<file path="config.mk">
export PLATFORM = sky130hd
export DESIGN_NAME = apb_master_nslv
export DESIGN_NICKNAME = d
export VERILOG_FILES = /design/src/rtl/apb_pkg.sv /design/src/rtl/apb_addr_decode.sv /design/src/rtl/apb_master_nslv.sv
export SDC_FILE = /design/constraint.sdc
export NUM_CORES = 1
export LEC_CHECK = 0
export ABC_CLOCK_PERIOD_IN_PS = 2410
export CAP_MARGIN = 20
export CELL_PAD_IN_SITES_DETAIL_PLACEMENT = 0
export CELL_PAD_IN_SITES_GLOBAL_PLACEMENT = 1
export CORE_MARGIN = 2
export CORE_UTILIZATION = 28
export CTS_CLUSTER_SIZE = 8
export DETAILED_ROUTE_END_ITERATION = 10
export PLACE_DENSITY_LB_ADDON = 0.08
export SETUP_SLACK_MARGIN = 0.1
export SYNTH_ARGS = -nofsm -noshare
export SYNTH_HDL_FRONTEND = slang
export SYNTH_SLANG_ARGS = --single-unit
</file>
<file path="constraint.sdc">
create_clock -name PCLK -period 2.41 [get_ports PCLK]
set_input_delay 0.482 -clock PCLK [delete_from_list [all_inputs] [get_ports PCLK]]
set_output_delay 0.482 -clock PCLK [all_outputs]
set_load 0.005 [all_outputs]
</file>
<file path="src/rtl/apb_pkg.sv">
// Shared types and constants for the multi-slave APB master.
package apb_pkg;

  localparam int unsigned APB_AW = 9;
  localparam int unsigned APB_DW = 8;

  typedef enum logic [1:0] {
    IDLE,
    SETUP,
    ACCESS,
    DERR
  } apb_state_e;

  // Width of the slave-index field taken from the top address bits.
  function automatic int unsigned sel_width(input int unsigned n);
    return (n <= 1) ? 0 : $clog2(n);
  endfunction

endpackage

</file>
<file path="src/rtl/apb_addr_decode.sv">
// Slave-select decode: index from the top address bits, range check, one-hot select.
module apb_addr_decode
  import apb_pkg::*;
#(
  parameter int unsigned AW      = APB_AW,
  parameter int unsigned NUM_SLV = 2,
  localparam int unsigned SW     = sel_width(NUM_SLV),
  localparam int unsigned IW     = (SW > 0) ? SW : 1
) (
  input  logic [AW-1:0]      addr,
  output logic [IW-1:0]      idx,
  output logic               valid,
  output logic [NUM_SLV-1:0] sel
);

  logic unused_addr;
  assign unused_addr = ^addr;

  if (SW > 0) begin : g_idx
    assign idx = addr[AW-1 -: SW];
  end else begin : g_idx0
    assign idx = '0;
  end

  // Non-power-of-two slave counts leave some index codes unmapped.
  assign valid = (32'(idx) < NUM_SLV);

  always_comb begin
    sel = '0;
    for (int unsigned i = 0; i < NUM_SLV; i++) begin
      if (valid && (32'(idx) == i)) sel[i] = 1'b1;
    end
  end

endmodule

</file>
<file path="src/rtl/apb_master_nslv.sv">
// APB master driving NUM_SLV slaves through a one-hot PSEL, with wait-state
// timeout and a decode-error path for unmapped slave indices.
module apb_master_nslv
  import apb_pkg::*;
#(
  parameter int unsigned AW      = APB_AW,
  parameter int unsigned DW      = APB_DW,
  parameter int unsigned NUM_SLV = 2,
  parameter int unsigned TIMEOUT = 16
) (
  input  logic                  PCLK,
  input  logic                  PRESETn,
  input  logic                  transfer,
  input  logic [AW-1:0]         req_addr,
  input  logic                  req_write,
  input  logic [DW-1:0]         req_wdata,
  output logic                  req_ready,
  output logic                  rsp_valid,
  output logic [DW-1:0]         rsp_rdata,
  output logic                  rsp_err,
  output logic [AW-1:0]         PADDR,
  output logic                  PWRITE,
  output logic [NUM_SLV-1:0]    PSEL,
  output logic                  PENABLE,
  output logic [DW-1:0]         PWDATA,
  input  logic [NUM_SLV*DW-1:0] PRDATA,
  input  logic [NUM_SLV-1:0]    PREADY,
  input  logic [NUM_SLV-1:0]    PSLVERR
);

  localparam int unsigned SW = sel_width(NUM_SLV);
  localparam int unsigned IW = (SW > 0) ? SW : 1;
  localparam int unsigned CW = (TIMEOUT > 0) ? $clog2(TIMEOUT + 1) : 1;

  apb_state_e         state_q, state_d;
  logic [NUM_SLV-1:0] psel_q, psel_d;
  logic               penable_q, penable_d;
  logic [AW-1:0]      paddr_q, paddr_d;
  logic               pwrite_q, pwrite_d;
  logic [DW-1:0]      pwdata_q, pwdata_d;
  logic [IW-1:0]      idx_q, idx_d;
  logic               rsp_valid_q, rsp_valid_d;
  logic [DW-1:0]      rsp_rdata_q, rsp_rdata_d;
  logic               rsp_err_q, rsp_err_d;
  logic [CW-1:0]      wait_q, wait_d;

  logic [IW-1:0]      dec_idx;
  logic               dec_valid;
  logic [NUM_SLV-1:0] dec_sel;

  logic               sel_ready;
  logic               sel_err;
  logic [DW-1:0]      sel_rdata;
  logic [CW-1:0]      wait_inc;
  logic               timeout_hit;

  apb_addr_decode #(
    .AW      (AW),
    .NUM_SLV (NUM_SLV)
  ) u_addr_decode (
    .addr  (req_addr),
    .idx   (dec_idx),
    .valid (dec_valid),
    .sel   (dec_sel)
  );

  // Only the selected slave's response lines are looked at.
  always_comb begin
    sel_ready = 1'b0;
    sel_err   = 1'b0;
    sel_rdata = '0;
    for (int unsigned i = 0; i < NUM_SLV; i++) begin
      if (32'(idx_q) == i) begin
        sel_ready = PREADY[i];
        sel_err   = PSLVERR[i];
        sel_rdata = PRDATA[i*DW +: DW];
      end
    end
  end

  assign wait_inc    = (wait_q == '1) ? wait_q : wait_q + CW'(1);
  // Abort on the edge where this wait cycle brings the count to TIMEOUT.
  assign timeout_hit = (TIMEOUT != 0) && (32'(wait_inc) == TIMEOUT);

  always_comb begin
    state_d     = state_q;
    psel_d      = psel_q;
    penable_d   = penable_q;
    paddr_d     = paddr_q;
    pwrite_d    = pwrite_q;
    pwdata_d    = pwdata_q;
    idx_d       = idx_q;
    rsp_valid_d = 1'b0;
    rsp_rdata_d = rsp_rdata_q;
    rsp_err_d   = rsp_err_q;
    wait_d      = wait_q;
    unique case (state_q)
      IDLE: begin
        if (transfer) begin
          paddr_d  = req_addr;
          pwrite_d = req_write;
          pwdata_d = req_wdata;
          idx_d    = dec_idx;
          if (dec_valid) begin
            state_d   = SETUP;
            psel_d    = dec_sel;
            penable_d = 1'b0;
            wait_d    = '0;
          end else begin
            state_d = DERR;
            psel_d  = '0;
          end
        end
      end
      SETUP: begin
        state_d   = ACCESS;
        penable_d = 1'b1;
      end
      ACCESS: begin
        if (sel_ready) begin
          state_d     = IDLE;
          psel_d      = '0;
          penable_d   = 1'b0;
          rsp_valid_d = 1'b1;
          rsp_err_d   = sel_err;
          rsp_rdata_d = pwrite_q ? '0 : sel_rdata;
        end else begin
          wait_d = wait_inc;
          if (timeout_hit) begin
            state_d     = IDLE;
            psel_d      = '0;
            penable_d   = 1'b0;
            rsp_valid_d = 1'b1;
            rsp_err_d   = 1'b1;
            rsp_rdata_d = '0;
          end
        end
      end
      DERR: begin
        state_d     = IDLE;
        rsp_valid_d = 1'b1;
        rsp_err_d   = 1'b1;
        rsp_rdata_d = '0;
      end
      default: state_d = IDLE;
    endcase
  end

  always_ff @(posedge PCLK or negedge PRESETn) begin
    if (!PRESETn) begin
      state_q     <= IDLE;
      psel_q      <= '0;
      penable_q   <= 1'b0;
      paddr_q     <= '0;
      pwrite_q    <= 1'b0;
      pwdata_q    <= '0;
      idx_q       <= '0;
      rsp_valid_q <= 1'b0;
      rsp_rdata_q <= '0;
      rsp_err_q   <= 1'b0;
      wait_q      <= '0;
    end else begin
      state_q     <= state_d;
      psel_q      <= psel_d;
      penable_q   <= penable_d;
      paddr_q     <= paddr_d;
      pwrite_q    <= pwrite_d;
      pwdata_q    <= pwdata_d;
      idx_q       <= idx_d;
      rsp_valid_q <= rsp_valid_d;
      rsp_rdata_q <= rsp_rdata_d;
      rsp_err_q   <= rsp_err_d;
      wait_q      <= wait_d;
    end
  end

  assign req_ready = (state_q == IDLE) && PRESETn;
  assign rsp_valid = rsp_valid_q;
  assign rsp_rdata = rsp_rdata_q;
  assign rsp_err   = rsp_err_q;
  assign PADDR     = paddr_q;
  assign PWRITE    = pwrite_q;
  assign PSEL      = psel_q;
  assign PENABLE   = penable_q;
  assign PWDATA    = pwdata_q;

endmodule

</file>
==> qor.yml <==
synth-simple-area-share_pct: 20.1
status: "completed"
gp_congestion: 0.801
top_level_ports: 73
slowest_delay_ns: 0.43
drtIter0Drc: 60
synthAdderAreaFrac_pct: 0.748
rrSetupSlack_ns: 0.41
skew_ns: 0.00801
grt_max_degree: 39
ant_nets: 0
die_y_um: 81.3
synthDistinctLibCells: 35
hold_viol_final: 0
drcViolationCount: 0
min_period_over_period_pct: 82.9
fin_crit_ns: 2.00
syn-cell-area_um2: 1670
port_buffers: 72
setup_viol: 0
cts_num_sinks: 38
intPower_uw: 1880
p_leak_uw: 0.00117
pwr-share-comb_pct: 44.7
drv_slew: 0
cp_data_required_time_ns: 2.62
switching_power_uw: 911
p_clk_share_pct: 15.9
post_cts_resized: 0
viasPerCell: 4.38
r2r-end: "rsp_rdata[3]$_DFFE_PN0P_"
ys_ff_latch: 38
holdWs_ns: 0.250
die_w_um: 81.3
worst-setup-path-type: "reg -> reg"
cts_hold_buffers: 0
core_area_um2: 5850
numCtsBuffers: 5
clk_pin_slew_ns: 0.07
path_max_fanout: 9
rsz0062_at_grt: "false"
start_kind: "flip-flop"
start_util_pct: 28.6
tightestPinTransition_ns: 0.455
seqPwrFrac_pct: 39.4
wl_mm: 4.18
syn_avg_cell_area_um2: 9.90
synth_cells: 169
cp.arrival_ns: 2.21
ir_drop_mv: 0.442
multi_input_area_um2: 654
grt_remaining_overflow: 0
final_nets: 285
vias: 1397
max_freq_mhz: 500
num_antenna_cells: 0
grtUsageTotal_pct: 13.3
fin_tns_setup_ns: 0
crit_family: "compound AO/OA/AOI/OAI gates"
synth.mux.area_fraction_pct: 6.58
swShare_pct: 32.6
grt_pass1_vias: 1328
cts_tree: "done"
clockBufferDepth: 2
fillCellCount: 584
drv_cap: 0
firstDrtPassIters: 4
drive_gt1_share_pct: 6.15
reg2reg_depth: 6
slew-limit-headroom_pct: 68.9
postCtsSetupBuffers: 0
timing.rr.start: "wait_q[0]$_DFFE_PN0P_"
wl_per_cell_um: 13.1
powerDensity_nw_per_um2: 1090
cts.htree.levels: 2
rows: 28
synth-edff-count: 0
ys_seq_area_share_pct: 56.8
synth_nets: 211
worstPathCellList: "ha_1 -> and3b_2 -> o211a_1 -> o211ai_2 -> a21o_1 -> o2bb2ai_1"
die_area_um2: 6610
clk-insertion-delay-late_ns: 0.29
end_kind: "flip-flop"
area_growth_pct: 53.0
synth_top_family_by_area: "simple AND/OR/NAND/NOR gates"
synth-xor-area-share_pct: 0
synthFlopType: "dfrtp_1"
cts-root-buf: "clkbuf_8"
hold_path_class: "in -> async"
synth_compound_area_share_pct: 11.7
async_flop_share_pct: 100
grt_pass1_wl_mm: 6.61
antenna_found_initial: 0
dp_hpwl_mm: 2.97
cp_num_buf_inv: 0
slowest_stage: "dfrtp_1"
seq_area_um2: 951
yosys_warnings: 0
cells in the final DEF, fill, tap and decap left out, drive strengths merged, types with 2 or more instances in the layout:
cell type,Yosys,final
nor3,3,3
nor2,3,3
inv,6,6
clkbuf,6,7
a21oi,4,4
o21ai,2,2
clkdlybuf4s50,0,71
dfrtp,38,38
nand2b,3,3
nand3,2,2
nand2,60,60
a2111oi,2,2
buf,3,5
mux2i,11,11
o2bb2ai,8,8
worst max path at each step:
stage                                from                       end  slack [ns]  cells after the start
floorplan           wait_q[0]$_DFFE_PN0P_  rsp_rdata[0]$_DFFE_PN0P_        0.69                      7
global placement                PREADY[1]     wait_q[3]$_DFFE_PN0P_        0.27                      6
detailed placement              PREADY[1]     wait_q[3]$_DFFE_PN0P_        0.22                      6
CTS                 wait_q[0]$_DFFE_PN0P_  rsp_rdata[5]$_DFFE_PN0P_        0.40                      6
global route        wait_q[0]$_DFFE_PN0P_  rsp_rdata[3]$_DFFE_PN0P_        0.26                      6
finish              wait_q[0]$_DFFE_PN0P_  rsp_rdata[3]$_DFFE_PN0P_        0.41                      6
worst register-to-register path, cell delays in order (launching register included):
cell,delay [ns]
dfrtp_1,0.43
ha_1,0.30
and3b_2,0.22
o211a_1,0.22
o211ai_2,0.25
a21o_1,0.35
o2bb2ai_1,0.16
cell type report:
type | instances | area share (%)
Clock buffer | 7 | 3.37
Clock inverter | 1 | 0.196
Inverter | 6 | 0.880
Multi-Input combinational cell | 116 | 25.6
Sequential cell | 38 | 37.2
Tap cell | 75 | 3.67
Timing Repair Buffer | 76 | 29.1
metrics by stage:
step / setup slack, ns / util [%] / area, um^2 / total power, uW / cells
after global routing: 0.257 / 43.7 / 2560 / 3040 / 319
after detailed placement: 0.225 / 42.2 / 2470 / 2380 / 311
final: 0.411 / 43.7 / 2560 / 2790 / 319
after floorplan: 0.687 / - / 1670 / 1660 / 169
after CTS: 0.396 / 43.7 / 2560 / 2850 / 319
after global placement: 0.267 / 42.2 / 2470 / 2390 / 311
cell usage after synthesis (all sizes together), types with 2 or more instances:
| cell type | n | area, um^2 |
|---|---|---|
| inv | 6 | 22.5 |
| nand2b | 3 | 18.8 |
| dfrtp | 38 | 951 |
| nand2 | 60 | 225 |
| a21oi | 4 | 20.0 |
| clkbuf | 6 | 22.5 |
| nor3 | 3 | 15.0 |
| o2bb2ai | 8 | 70.1 |
| nor2 | 3 | 11.3 |
| a2111oi | 2 | 17.5 |
| mux2i | 11 | 110 |
| nand3 | 2 | 10.0 |
| o21ai | 2 | 10.0 |
| buf | 3 | 22.5 |
power by group through the flow:
| stage | registers (uW) | logic (uW) | clock network [uW] |
|---|---|---|---|
| after floorplan | 1120 | 540 | 0 |
| after global placement | 1120 | 1270 | 0 |
| after detailed placement | 1110 | 1280 | 0 |
| after CTS | 1100 | 1280 | 464 |
| after global routing | 1140 | 1400 | 497 |
| final | 1100 | 1250 | 444 |
metal layers:
metal  part of all wire [%]  vias to the layer above  wire [um]  track usage (%)
li1                       -                      711          -                -
met1                     49                      642       2060             18.4
met4                    1.0                        0         42             3.56
met5                      0                        -          0                0
met3                    6.3                        5        265             4.67
met2                     43                       39       1810             19.6
kinds of logic (layout without fill, tap and decap cells):
kind of cell / count (synthesis) / after routing
DFF: 38 / 38
buffers and inverters: 15 / 90
adders and majority gates: 1 / 1
AOI/OAI and AO/OA: 25 / 25
and+or+nand+nor: 79 / 79
muxes: 11 / 11
state kept, by name (all words and copies together) (netlist names):
name / flops
PWRITE: 1
PWDATA: 8
rsp_rdata: 8
rsp_err: 1
PSEL: 2
rsp_valid: 1
state_q: 2
PENABLE: 1
wait_q: 5
PADDR: 9
Power figures use the tool's default switching activity.
